--- src/rtl/load_align_ext_unit_pkg.sv ---
// Shared encodings for the load formatter: access sizes, error codes and FSM states.
package load_align_ext_unit_pkg;

  localparam logic [1:0] SZ_B = 2'b00;
  localparam logic [1:0] SZ_H = 2'b01;
  localparam logic [1:0] SZ_W = 2'b10;
  localparam logic [1:0] SZ_D = 2'b11;

  localparam logic [1:0] ERR_OK    = 2'b00;
  localparam logic [1:0] ERR_MISAL = 2'b01;
  localparam logic [1:0] ERR_ILL   = 2'b10;
  localparam logic [1:0] ERR_TMO   = 2'b11;

  typedef enum logic [1:0] {
    ST_IDLE = 2'b00,
    ST_REQ  = 2'b01,
    ST_WAIT = 2'b10,
    ST_DONE = 2'b11
  } state_e;

  // Dword accesses only exist on a 64-bit memory word.
  function automatic logic size_illegal(input logic [1:0] size, input int unsigned data_w);
    return (size == SZ_D) && (data_w < 64);
  endfunction

  function automatic logic misaligned(input logic [1:0] size, input logic [2:0] lo);
    case (size)
      SZ_H:    return lo[0] != 1'b0;
      SZ_W:    return lo[1:0] != 2'b00;
      SZ_D:    return lo != 3'b000;
      default: return 1'b0;
    endcase
  endfunction

endpackage

--- src/rtl/load_align_ext_unit_lane_select_ext.sv ---
// Picks the addressed byte/half/word lane out of a memory word and zero/sign-extends it.
module lane_select_ext
  import load_align_ext_unit_pkg::*;
#(
  parameter int unsigned DATA_W     = 32,
  parameter int unsigned BIG_ENDIAN = 0
) (
  input  logic [DATA_W-1:0]             data,
  input  logic [$clog2(DATA_W/8)-1:0]   offset,
  input  logic [1:0]                    size,
  input  logic                          is_signed,
  output logic [DATA_W-1:0]             result_c
);

  localparam int unsigned NB    = DATA_W / 8;
  localparam int unsigned MSB_W = $clog2(DATA_W);

  int unsigned       nbytes;
  int unsigned       lane;
  logic [DATA_W-1:0] shifted;
  logic [DATA_W-1:0] keep;
  logic [MSB_W-1:0]  msb_idx;
  logic              fill;

  // Big-endian puts byte 0 in the top lane, so the lane index counts down from the top.
  always_comb begin
    nbytes = NB;
    case (size)
      SZ_B:    nbytes = 1;
      SZ_H:    nbytes = 2;
      SZ_W:    nbytes = 4;
      default: nbytes = NB;
    endcase
    lane     = (BIG_ENDIAN != 0) ? (NB - nbytes - 32'(offset)) : 32'(offset);
    shifted  = data >> (8 * lane);
    keep     = (nbytes >= NB) ? '1 : ((DATA_W'(1) << (8 * nbytes)) - DATA_W'(1));
    msb_idx  = MSB_W'(8 * nbytes - 1);
    fill     = is_signed & shifted[msb_idx];
    result_c = (shifted & keep) | ({DATA_W{fill}} & ~keep);
  end

endmodule

--- src/rtl/load_align_ext_unit.sv ---
// Multi-cycle load formatter: checks the request, issues an aligned word read, returns the extended lane.
module load_align_ext_unit
  import load_align_ext_unit_pkg::*;
#(
  parameter int unsigned DATA_W     = 32,
  parameter int unsigned ADDR_W     = 32,
  parameter int unsigned TAG_W      = 5,
  parameter int unsigned BIG_ENDIAN = 0,
  parameter int unsigned TIMEOUT    = 16
) (
  input  logic              clk,
  input  logic              rst,
  input  logic              req_valid,
  output logic              req_ready,
  input  logic [ADDR_W-1:0] req_addr,
  input  logic [1:0]        req_size,
  input  logic              req_signed,
  input  logic [TAG_W-1:0]  req_tag,
  output logic              mem_rd_valid,
  input  logic              mem_rd_ready,
  output logic [ADDR_W-1:0] mem_rd_addr,
  input  logic              mem_rsp_valid,
  input  logic [DATA_W-1:0] mem_rsp_data,
  output logic              out_valid,
  input  logic              out_ready,
  output logic [DATA_W-1:0] out_data,
  output logic [TAG_W-1:0]  out_tag,
  output logic [1:0]        out_err
);

  localparam int unsigned OFF_W = $clog2(DATA_W / 8);
  localparam int unsigned CNT_W = $clog2(TIMEOUT + 2);

  state_e             state_q, state_d;
  logic [OFF_W-1:0]   off_q, off_d;
  logic [1:0]         size_q, size_d;
  logic               sgn_q, sgn_d;
  logic [CNT_W-1:0]   cnt_q, cnt_d;
  logic [ADDR_W-1:0]  rd_addr_d;
  logic [DATA_W-1:0]  data_d;
  logic [TAG_W-1:0]   tag_d;
  logic [1:0]         err_d;
  logic [DATA_W-1:0]  lane_c;

  lane_select_ext #(
    .DATA_W     (DATA_W),
    .BIG_ENDIAN (BIG_ENDIAN)
  ) u_lane (
    .data      (mem_rsp_data),
    .offset    (off_q),
    .size      (size_q),
    .is_signed (sgn_q),
    .result_c  (lane_c)
  );

  // Next-state and next-output logic; responses only matter in WAIT.
  always_comb begin
    state_d   = state_q;
    off_d     = off_q;
    size_d    = size_q;
    sgn_d     = sgn_q;
    cnt_d     = cnt_q;
    rd_addr_d = mem_rd_addr;
    data_d    = out_data;
    tag_d     = out_tag;
    err_d     = out_err;
    case (state_q)
      ST_IDLE: begin
        if (req_valid) begin
          off_d  = req_addr[OFF_W-1:0];
          size_d = req_size;
          sgn_d  = req_signed;
          tag_d  = req_tag;
          data_d = '0;
          cnt_d  = '0;
          if (size_illegal(req_size, DATA_W)) begin
            err_d   = ERR_ILL;
            state_d = ST_DONE;
          end else if (misaligned(req_size, req_addr[2:0])) begin
            err_d   = ERR_MISAL;
            state_d = ST_DONE;
          end else begin
            err_d     = ERR_OK;
            rd_addr_d = {req_addr[ADDR_W-1:OFF_W], OFF_W'(0)};
            state_d   = ST_REQ;
          end
        end
      end
      ST_REQ: begin
        if (mem_rd_ready) state_d = ST_WAIT;
      end
      ST_WAIT: begin
        if (mem_rsp_valid) begin
          data_d  = lane_c;
          err_d   = ERR_OK;
          state_d = ST_DONE;
        end else begin
          cnt_d = cnt_q + CNT_W'(1);
          if ((TIMEOUT != 0) && (cnt_q == CNT_W'(TIMEOUT - 1))) begin
            data_d  = '0;
            err_d   = ERR_TMO;
            state_d = ST_DONE;
          end
        end
      end
      ST_DONE: begin
        if (out_ready) state_d = ST_IDLE;
      end
      default: state_d = ST_IDLE;
    endcase
  end

  // Handshake flags are registered decodes of the next state.
  always_ff @(posedge clk or posedge rst) begin
    if (rst) begin
      state_q      <= ST_IDLE;
      off_q        <= '0;
      size_q       <= SZ_B;
      sgn_q        <= 1'b0;
      cnt_q        <= '0;
      req_ready    <= 1'b1;
      mem_rd_valid <= 1'b0;
      mem_rd_addr  <= '0;
      out_valid    <= 1'b0;
      out_data     <= '0;
      out_tag      <= '0;
      out_err      <= ERR_OK;
    end else begin
      state_q      <= state_d;
      off_q        <= off_d;
      size_q       <= size_d;
      sgn_q        <= sgn_d;
      cnt_q        <= cnt_d;
      req_ready    <= (state_d == ST_IDLE);
      mem_rd_valid <= (state_d == ST_REQ);
      mem_rd_addr  <= rd_addr_d;
      out_valid    <= (state_d == ST_DONE);
      out_data     <= data_d;
      out_tag      <= tag_d;
      out_err      <= err_d;
    end
  end

endmodule

--- config.mk ---
export PLATFORM = sky130hd
export DESIGN_NAME = load_align_ext_unit
export DESIGN_NICKNAME = d
export VERILOG_FILES = /design/src/rtl/load_align_ext_unit_pkg.sv /design/src/rtl/load_align_ext_unit_lane_select_ext.sv /design/src/rtl/load_align_ext_unit.sv
export SDC_FILE = /design/constraint.sdc
export NUM_CORES = 1
export LEC_CHECK = 0
export BUFFER_PORTS_ARGS = -buffer_cell sky130_fd_sc_hd__buf_2
export CORE_MARGIN = 3
export CORE_UTILIZATION = 30
export DETAILED_ROUTE_END_ITERATION = 8
export HOLD_SLACK_MARGIN = 0.1
export SLEW_MARGIN = 5
export SYNTH_ARGS = -nofsm -noshare
export SYNTH_HDL_FRONTEND = slang
export SYNTH_SLANG_ARGS = --single-unit
--- constraint.sdc ---
create_clock -name clk -period 2.85 [get_ports clk]
set_clock_uncertainty 0.15 [all_clocks]
set_input_delay 0.1425 -clock clk [delete_from_list [all_inputs] [get_ports clk]]
set_output_delay 0.1425 -clock clk [all_outputs]
set_load 0.02 [all_outputs]
==> results.json <==
{
  "ys.flop_type": "dfrtp_1",
  "syn_inst": 332,
  "postRouteAntennaNets": 0,
  "final_cell_count_no_fill": 717,
  "synth_async_sr_flop_share_pct": 100,
  "grt_max_degree": 44,
  "max_freq_mhz": 421,
  "slew_viol_final": 0,
  "crit_start": "size_q[1]",
  "path_clk_slew_ns": 0.06,
  "grt_usage_pct": 14.9,
  "cp-start-kind": "register",
  "firstDrtPassIters": 4,
  "grt_pass1_vias": 3426,
  "placed_cell_area_um2": 4920,
  "drt_iter0_drc": 171,
  "hp-start": "mem_rsp_data[5]",
  "cts_tree": "done",
  "cts_buffer_depth": 2,
  "cts-root-buf": "clkbuf_16",
  "gp_congestion": 0.769,
  "cp.required_ns": 2.97,
  "die-width_um": 122,
  "start_util_pct": 31.2,
  "ir_worst_vdd_v": 0.000444,
  "clock_sinks": 84,
  "crit_type": "reg -> reg",
  "power_mw": 6.38,
  "place_inst": 639,
  "numCtsBuffers": 9,
  "drive_above_1_share_pct": 42.6,
  "worstReg2RegStart": "size_q[1]",
  "worst_hold_path_type": "in -> reg",
  "relSlewSlack_pct": 46.7,
  "synth.ff_latch_count": 84,
  "p_leak_nw": 2.82,
  "post_cts_resized": 0,
  "fp.dieH_um": 122,
  "area_growth_pct": 45.8,
  "synth_cell_types": 53,
  "syn_area_um2": 4020,
  "post_cts_buffers": 0,
  "n_fill_cell": 1202,
  "grt_pass1_wl_um": 17300,
  "dpl.hpwl_um": 7950,
  "die_area_um2": 14800,
  "cp-end-kind": "register",
  "wl_per_cell_um": 15.6,
  "ios": 152,
  "maxCapViolCount": 0,
  "hold_buffers": 62,
  "finalCritPeriodShare_pct": 83.4,
  "row_count": 41,
  "cts_max_level": 3,
  "antennaDiodeCount": 0,
  "worst_pin_slew_ns": 0.797,
  "postLayoutCoreUtil_pct": 45.5,
  "multi_input_area_um2": 1760,
  "status": "complete, no violations",
  "final_area_um2": 5850,
  "setup_viol": 0,
  "core_area_um2": 12900,
  "via_count": 3387,
  "antenna_found_initial": 0,
  "synth-edff-count": 0,
  "p_per_area_nw_per_um2": 1090,
  "viasPerCell": 4.72,
  "drc": 0,
  "gr-total-overflow": 0,
  "fin_nets": 624,
  "setup-tns-final_ns": 0,
  "port_buffers": 149,
  "clock_latency_ns": 0.34,
  "arrival_ns": 2.50,
  "pre_cts_slack_ns": 0.501,
  "seq_area_um2": 2100,
  "setup_ws_ns": 0.473,
  "rsz0062_at_grt": "no",
  "wl_um": 11200,
  "period_minus_slack_ns": 2.38,
  "crit_fanout": 8,
  "hold_viol_final": 0,
  "holdWs_ns": 0.108,
  "yosys_warnings": 0,
  "syn_area_per_cell_um2": 12.1,
  "ys_seq_area_share_pct": 52.4
}
placed cells by master (no fill, tap or decap), drive strengths merged, types with 11 or more instances in the layout:
cell type    instances
nor2                16
a22o                11
nand2               15
mux2i               17
dfrtp               83
buf                156
o21ai               27
dlygate4sd3         62
mux2                50
clkbuf              11
a21oi               18
cells by family after synthesis:
family,share of synthesized area [%]
fa+ha+maj,1.87
xor+xnor,0.436
mux,18.3
simple gates,7.98
other cells,0.0934
compound gates,14.8
flops,52.4
buf+inv,4.21
Yosys cell counts (2+ instances only):
cell	number	share of area (%)
dfrtp_1	83	52
mux2_2	48	13
o21ai_0	27	3.4
a21oi_1	18	2.2
mux2i_1	17	4.2
nand2_1	15	1.4
nor2_1	14	1.3
a22o_1	11	2.4
a221o_1	8	2.0
a22oi_1	8	1.5
inv_1	8	0.75
buf_4	7	1.3
clkbuf_1	6	0.56
ha_1	6	1.9
buf_2	5	0.62
nand2b_1	5	0.78
and3_1	3	0.47
buf_6	3	0.84
a31oi_1	2	0.31
mux2_1	2	0.56
nand3b_1	2	0.37
nor2_2	2	0.31
xor2_1	2	0.44
layer usage:
layer | share of wire (%) | track usage [%] | routed length [um] | vias up
met5 | 0 | 0 | 0 | -
met4 | 2.2 | 7.28 | 241 | 0
met3 | 5.2 | 2.74 | 576 | 20
met2 | 51 | 25.3 | 5680 | 115
met1 | 42 | 18.1 | 4670 | 1637
li1 | - | - | - | 1615
sequential cells by signal (all words and copies together) (netlist names), 2 cells and up:
register and flops:
mem_rd_addr 30, size_q 2, out_tag 5, off_q 2
out_err 2, cnt_q 5, state_q 2, out_data 32
cell type report:
cell class                      count  area share (%)
Multi-Input combinational cell    219            30.0
Inverter                            8           0.534
Clock inverter                      5            1.28
Sequential cell                    84            35.9
Tap cell                          172            3.68
Clock buffer                       11            4.15
Timing Repair Buffer              218            24.4
where the power goes:
| part | switching (mW) | internal, mW |
|---|---|---|
| registers | 0.386 | 1.75 |
| logic | 1.72 | 1.30 |
| clock network | 0.448 | 0.786 |
path summary, 6_finish.rpt:
path	endpoint	slack (ns)	cells past startpoint
worst min register to register	out_err[1]	0.33	2
worst min-delay path	out_data[5]	0.11	5
worst max register to register	out_data[16]	0.47	7
min in group asynchronous	mem_rd_addr[4]	0.30	3
max in group asynchronous	cnt_q[4]	1.57	4
worst max-delay path	out_data[16]	0.47	7
worst max-delay path, cell delays in order (launching register included):
cell	delay, ns
dfrtp_1	0.43
nor2_1	0.16
inv_1	0.08
ha_1	0.34
or3b_2	0.45
o211a_1	0.20
nor2_2	0.33
a221o_1	0.17
Power figures use the tool's default switching activity.
